==> config.mk <==
export PLATFORM = sky130hd
export DESIGN_NAME = load_ext_pipe
export DESIGN_NICKNAME = d
export VERILOG_FILES = /design/src/rtl/load_ext_pipe.sv
export SDC_FILE = /design/constraint.sdc
export NUM_CORES = 1
export LEC_CHECK = 0
export ABC_CLOCK_PERIOD_IN_PS = 5000
export CAP_MARGIN = 10
export CORE_UTILIZATION = 48
export CTS_CLUSTER_SIZE = 14
export DETAILED_ROUTE_END_ITERATION = 8
export HOLD_SLACK_MARGIN = 0.1
export PLACE_DENSITY = 0.8
export RECOVER_POWER = 25
export SLEW_MARGIN = 25
export SYNTH_ARGS = -nofsm -noshare
export SYNTH_HDL_FRONTEND = slang
export SYNTH_SLANG_ARGS = --single-unit
==> constraint.sdc <==
create_clock -name clk -period 5 [get_ports clk]
set_input_delay 1 -clock clk [delete_from_list [all_inputs] [get_ports clk]]
set_output_delay 1 -clock clk [all_outputs]
set_load 0.02 [all_outputs]
==> src/rtl/load_ext_pipe.sv <==
// load_ext_pipe
//   Registered load-data extender sitting between the data-memory read port and
//   the write-back stage. The byte / halfword / word lane is picked from the raw
//   read word using the low address bits. The lane is zero- or sign-extended,
//   and misaligned or illegal loads are flagged. Results are stored already
//   extended in a 2-entry FIFO. The head entry is the output register and the
//   second entry is a skid slot. The block also counts retired loads.
//
//   Optional feature: define LOAD_EXT_LWLR_EN to enable the LWL/LWR merge ops
//   (7/8). This is meaningful only with DATA_W=32. When the macro is undefined,
//   ops 7/8 report an error and in_rt is ignored.
//
// Parameters
//   DATA_W  data-memory word / result width (32 or 64)
//   TAG_W   destination-register tag width
//   CNT_W   retired-load counter width
//
// Ports
//   clk        clock, all state changes on the rising edge
//   reset      synchronous active-high reset
//   flush      synchronous flush, drops every buffered entry
//   in_valid   request valid
//   in_ready   buffer can accept a request (decoded from state only)
//   in_data    raw read word, little-endian
//   in_addr    low byte-address bits
//   in_op      0 LW, 1 LB, 2 LBU, 3 LH, 4 LHU, 5 LWU, 6 LD, 7 LWL, 8 LWR
//   in_rt      old rt value for LWL/LWR
//   in_tag     destination tag
//   out_valid  result valid
//   out_ready  consumer accepts the result
//   out_data   extended result (0 when out_err is set)
//   out_tag    tag of the result
//   out_err    misaligned or illegal op
//   load_cnt   number of results popped at the output (wraps)
module load_ext_pipe #(
  parameter int DATA_W = 32,
  parameter int TAG_W  = 5,
  parameter int CNT_W  = 32
) (
  input  logic                         clk,
  input  logic                         reset,
  input  logic                         flush,
  input  logic                         in_valid,
  output logic                         in_ready,
  input  logic [DATA_W-1:0]            in_data,
  input  logic [$clog2(DATA_W/8)-1:0]  in_addr,
  input  logic [3:0]                   in_op,
  input  logic [31:0]                  in_rt,
  input  logic [TAG_W-1:0]             in_tag,
  output logic                         out_valid,
  input  logic                         out_ready,
  output logic [DATA_W-1:0]            out_data,
  output logic [TAG_W-1:0]             out_tag,
  output logic                         out_err,
  output logic [CNT_W-1:0]             load_cnt
);

  localparam int AW = $clog2(DATA_W/8);

  localparam logic [3:0] OP_LW  = 4'd0;
  localparam logic [3:0] OP_LB  = 4'd1;
  localparam logic [3:0] OP_LBU = 4'd2;
  localparam logic [3:0] OP_LH  = 4'd3;
  localparam logic [3:0] OP_LHU = 4'd4;
  localparam logic [3:0] OP_LWU = 4'd5;
  localparam logic [3:0] OP_LD  = 4'd6;
  localparam logic [3:0] OP_LWL = 4'd7;
  localparam logic [3:0] OP_LWR = 4'd8;

  typedef enum logic [1:0] {EMPTY, ONE, FULL} state_t;

  // ---------------------------------------------------------------------------
  // Extension helpers
  // ---------------------------------------------------------------------------
  function automatic logic [DATA_W-1:0] ext8(input logic [7:0] v, input logic sgn);
    logic [DATA_W-1:0] r;
    r      = {DATA_W{sgn & v[7]}};
    r[7:0] = v;
    return r;
  endfunction

  function automatic logic [DATA_W-1:0] ext16(input logic [15:0] v, input logic sgn);
    logic [DATA_W-1:0] r;
    r       = {DATA_W{sgn & v[15]}};
    r[15:0] = v;
    return r;
  endfunction

  function automatic logic [DATA_W-1:0] ext32(input logic [31:0] v, input logic sgn);
    logic [DATA_W-1:0] r;
    r       = {DATA_W{sgn & v[31]}};
    r[31:0] = v;
    return r;
  endfunction

`ifdef LOAD_EXT_LWLR_EN
  // Unaligned-word merges: the loaded bytes land in the high (LWL) or low (LWR)
  // end of rt, and the remaining rt bytes are kept.
  function automatic logic [31:0] merge_lwl(input logic [31:0] w, input logic [31:0] rt,
                                            input logic [1:0] a);
    logic [4:0] sh;
    sh = {~a, 3'b000};
    return (w << sh) | (rt & ~(32'hFFFF_FFFF << sh));
  endfunction

  function automatic logic [31:0] merge_lwr(input logic [31:0] w, input logic [31:0] rt,
                                            input logic [1:0] a);
    logic [4:0] sh;
    sh = {a, 3'b000};
    return (w >> sh) | (rt & ~(32'hFFFF_FFFF >> sh));
  endfunction
`else
  logic unused_rt;
  assign unused_rt = ^in_rt;
`endif

  // ---------------------------------------------------------------------------
  // Stage p0: lane select and extension at push time
  // ---------------------------------------------------------------------------
  logic [DATA_W-1:0] res_data_p0;
  logic              res_err_p0;
  logic [AW+2:0]     bidx, hidx, widx;

  always_comb begin
    res_data_p0 = '0;
    res_err_p0  = 1'b0;
    // Bit offsets of the addressed byte, halfword and word lanes.
    bidx        = {in_addr, 3'b000};
    hidx        = bidx;
    hidx[3:0]   = 4'b0000;
    widx        = bidx;
    widx[4:0]   = 5'b00000;
    case (in_op)
      OP_LB:  res_data_p0 = ext8(in_data[bidx +: 8], 1'b1);
      OP_LBU: res_data_p0 = ext8(in_data[bidx +: 8], 1'b0);
      OP_LH, OP_LHU: begin
        if (in_addr[0]) res_err_p0 = 1'b1;
        else            res_data_p0 = ext16(in_data[hidx +: 16], in_op == OP_LH);
      end
      OP_LW: begin
        if (in_addr[1:0] != 2'b00) res_err_p0 = 1'b1;
        else                       res_data_p0 = ext32(in_data[widx +: 32], 1'b1);
      end
      OP_LWU: begin
        // A zero-extending word load has no meaning on a 32-bit datapath.
        if (DATA_W == 32 || in_addr[1:0] != 2'b00) res_err_p0 = 1'b1;
        else                                       res_data_p0 = ext32(in_data[widx +: 32], 1'b0);
      end
      OP_LD: begin
        if (DATA_W == 32 || in_addr != '0) res_err_p0 = 1'b1;
        else                               res_data_p0 = in_data;
      end
`ifdef LOAD_EXT_LWLR_EN
      OP_LWL: begin
        if (DATA_W != 32) res_err_p0 = 1'b1;
        else res_data_p0[31:0] = merge_lwl(in_data[31:0], in_rt, in_addr[1:0]);
      end
      OP_LWR: begin
        if (DATA_W != 32) res_err_p0 = 1'b1;
        else res_data_p0[31:0] = merge_lwr(in_data[31:0], in_rt, in_addr[1:0]);
      end
`else
      OP_LWL, OP_LWR: res_err_p0 = 1'b1;
`endif
      default: res_err_p0 = 1'b1;
    endcase
    if (res_err_p0) res_data_p0 = '0;
  end

  // ---------------------------------------------------------------------------
  // Buffer control: EMPTY / ONE / FULL
  // ---------------------------------------------------------------------------
  state_t state, state_nxt;
  logic   vld_p1;
  logic   push, pop;
  logic   load_head, load_skid, skid_to_head;

  assign vld_p1    = (state != EMPTY);
  assign out_valid = vld_p1;
  // Depends only on the state register, so there is no combinational path
  // from out_ready back to in_ready.
  assign in_ready  = (state != FULL);
  assign push      = in_valid && in_ready;
  assign pop       = vld_p1 && out_ready;

  always_ff @(posedge clk) begin
    if (reset) state <= EMPTY;
    else       state <= state_nxt;
  end

  always_comb begin
    state_nxt    = state;
    load_head    = 1'b0;
    load_skid    = 1'b0;
    skid_to_head = 1'b0;
    if (flush) begin
      // A push in the flush cycle is discarded along with the buffer.
      state_nxt = EMPTY;
    end else begin
      case (state)
        EMPTY: begin
          if (push) begin
            state_nxt = ONE;
            load_head = 1'b1;
          end
        end
        ONE: begin
          if (push && !pop) begin
            state_nxt = FULL;
            load_skid = 1'b1;
          end else if (!push && pop) begin
            state_nxt = EMPTY;
          end else if (push && pop) begin
            // Head drains while the new result enters straight behind it.
            load_head = 1'b1;
          end
        end
        FULL: begin
          if (pop) begin
            state_nxt    = ONE;
            skid_to_head = 1'b1;
          end
        end
        default: state_nxt = EMPTY;
      endcase
    end
  end

  // ---------------------------------------------------------------------------
  // Stage p1: head (output) register and skid entry
  // ---------------------------------------------------------------------------
  logic [DATA_W-1:0] head_data_p1, skid_data_p1;
  logic [TAG_W-1:0]  head_tag_p1,  skid_tag_p1;
  logic              head_err_p1,  skid_err_p1;

  always_ff @(posedge clk) begin
    if (reset) begin
      head_data_p1 <= '0;
      head_tag_p1  <= '0;
      head_err_p1  <= 1'b0;
    end else if (load_head) begin
      head_data_p1 <= res_data_p0;
      head_tag_p1  <= in_tag;
      head_err_p1  <= res_err_p0;
    end else if (skid_to_head) begin
      head_data_p1 <= skid_data_p1;
      head_tag_p1  <= skid_tag_p1;
      head_err_p1  <= skid_err_p1;
    end
  end

  always_ff @(posedge clk) begin
    if (load_skid) begin
      skid_data_p1 <= res_data_p0;
      skid_tag_p1  <= in_tag;
      skid_err_p1  <= res_err_p0;
    end
  end

  assign out_data = head_data_p1;
  assign out_tag  = head_tag_p1;
  assign out_err  = head_err_p1;

  // Retired-load counter; a pop in a flush cycle still retires.
  always_ff @(posedge clk) begin
    if (reset)    load_cnt <= '0;
    else if (pop) load_cnt <= load_cnt + CNT_W'(1);
  end

endmodule
==> flow_summary.ini <==
[worst_setup_path]
cpMaxStageDelayCell = clkdlybuf4s50_1
crit_fanout = 32
critPathCaptureType = register
worst-endpoint-required_ns = 5.10
cp_cell_sequence = clkdlybuf4s50_1 > mux4_2 > and4b_1 > a31oi_4 > nand2_1
cp_data_arrival_time_ns = 3.70
crit_family = buffers and inverters
critPathKind = input pin to register
slowest_delay_ns = 0.94
crit_buf_inv = 1
crit_path_start_kind = input pin

[layout]
fin_nets = 716
drive_gt1_frac = 0.0768
post-route-util = 0.626
syn2layout_area_growth_pct = 26.2

[die]
core-area_mm2 = 0.0109
fp.dieH_um = 108
io_pins = 152
die_area_mm2 = 0.0117
die_w_um = 108
rows = 38
start_util = 0.496

[clock_network]
cts_resized = 0
cts-htree-levels = 3
cts.clk_slew.worst_paths_ns = 0.10
clockRootBuffer = clkbuf_8
clock_path_buffers = 2
clock-sinks = 110
cts_hold_buffers = 0
cts_setup_buffers = 0
cts_made_buffers = 9
clock_latency_ns = 0.37
tritoncts = done

[sta]
tightest_slew_ns = 0.935
slew_headroom = 0.376
fin_worst_skew_ns = 0.0106
rsz0062_at_grt = false
finalCritPeriodShare = 0.721
setup_tns_ns = 0
drv_slew = 0
finalSetupViolCount = 0
fin_crit_ns = 3.60
clock.fmax_mhz = 278
finalHoldViolCount = 0

[place]
dpl.hpwl_um = 9270
place_congestion = 0.864
port-buffer-count = 119

[synthesis]
synth_largest_area_cell = dfxtp_1
synth.distinct_cells = 59
syn_area_per_cell_um2 = 9.91
yosysTopAreaCellShare = 0.267
syn_area_mm2 = 0.00540
synth_ff_type = dfxtp_1
synth_nets = 628
synth_seq_area_share = 0.478
synthCells = 545
ys_ff_latch = 110
synthArstFlopShare = 0
synth.area.top_cells = dfxtp_1 (27%), edfxtp_1 (21%), nor2b_1 (4.6%)
synth_edf_count = 38
yosys_warnings = 0

[route]
vias_per_cell = 5.84
detail_route.wirelength_um = 13500
drt-initial-drc-count = 365
drt_pass1_iterations = 6
wire_per_inst_um = 17.3
drc = 0
drt.antenna.violating_nets = 0
vias = 4554

[global_routing]
grt_max_degree = 62
first_global_vias = 4371
grt_use_total = 0.238
grt_pass1_wl_um = 21800
grt_overflow_total = 0
antenna_found_initial = 2

[flow_run]
maxCapViolCount = 0

[power]
p_leak_nw = 2.62
p_total_mw = 1.81
powerDensity_mw_per_mm2 = 266
ir_drop_mv = 0.172

[outcome]
status = complete, no violations

[min_path]
hold_path.class = register to register
[tightest hold or removal path, delay by kind of cell (launching register included)]
kind	cells	cell delay, ns
AOI/OAI and AO/OA	1	0.05
and+or+nand+nor	1	0.06
DFF	1	0.32
[cell type report]
class                      count  area (µm²)
clock buffer                  11         153
antenna                        2        5.00
timing repair buffer         123        1220
inverter                      10        37.5
tap                          140         175
multi-input combinational    379        2560
sequential                   110        2580
fill                         903        4070
clock inverter                 5        85.1
[synth_stat cells (10+ instances only)]
| master | number |
|---|---|
| nor2b_1 | 40 |
| a211oi_1 | 30 |
| buf_2 | 16 |
| nand2_1 | 63 |
| nor4_1 | 16 |
| mux2i_1 | 15 |
| a311oi_1 | 23 |
| inv_1 | 10 |
| dfxtp_1 | 72 |
| edfxtp_1 | 38 |
| a21oi_1 | 24 |
| nor2_1 | 29 |
| nand3_1 | 15 |
| mux2_2 | 15 |
| clkbuf_1 | 20 |
[flip-flops by register name (all words and copies together) (netlist names)]
register	flops
load_cnt	32
state	2
skid_tag_p1	5
skid_err_p1	1
out_tag	5
out_err	1
skid_data_p1	32
out_data	32
[layer usage]
| layer | GRT usage | share of wire | vias up |
|---|---|---|---|
| li1 | - | - | 2206 |
| met1 | 0.318 | 0.45 | 2195 |
| met2 | 0.381 | 0.48 | 123 |
| met3 | 0.0374 | 0.043 | 30 |
| met4 | 0.0998 | 0.027 | 0 |
| met5 | 0 | 0 | - |
[path summary, 6_finish.rpt]
kind,start,to,slack (ns),cells past startpoint
worst max-delay path,in_addr[1],skid_data_p1[31],1.40,5
worst min-delay path,out_tag[1],out_tag[1],0.47,2
worst max register to register,state[1],out_data[5],2.47,9
worst min register to register,out_tag[1],out_tag[1],0.47,2
[where the power goes]
part	internal, mW	leakage (nW)	switching (mW)	total, mW
Combinational	0.109	1.53	0.124	0.233
Clock	0.317	0.116	0.306	0.622
Sequential	0.946	0.978	0.0129	0.959
[metrics by stage]
step / setup slack [ns] / cells / instance area (µm²) / hold slack [ns]
after floorplan: 0.589 / 545 / 5400 / 0.495
after global placement: 1.10 / 762 / 6580 / 0.458
after detailed placement: 1.01 / 762 / 6580 / 0.460
after CTS: 1.42 / 778 / 6820 / 0.473
after global routing: 1.21 / 780 / 6820 / 0.502
final: 1.40 / 780 / 6820 / 0.467
[logic make-up after synthesis]
family	share of synthesized area
simple gates	0.203
compound gates	0.178
flops	0.478
buf+inv	0.0501
mux	0.0674
xor+xnor	0.0162
fa+ha+maj	0.00695
[layout by cell type, fill, tap and decap left out, types with 4 or more instances in the layout]
cell type	instances
dlygate4sd3_1	44
dfxtp_1	72
a211oi_1	30
o31ai_1	4
mux2i_1	15
mux2_2	15
a311oi_1	23
a2bb2oi_1	7
a211o_1	8
edfxtp_1	38
a21oi_1	24
nand2_1	63
xor2_1	7
or4_1	4
clkdlybuf4s50_1	74
nand3_1	16
clkbuf_8	9
nor3_1	5
a22oi_1	5
inv_1	10
o21a_1	8
buf_4	4
o21ai_0	4
nor4_1	16
nand4_1	7
nor2b_1	40
and4_1	4
nor2_1	29
No activity file was read; power rests on OpenSTA's default activity.
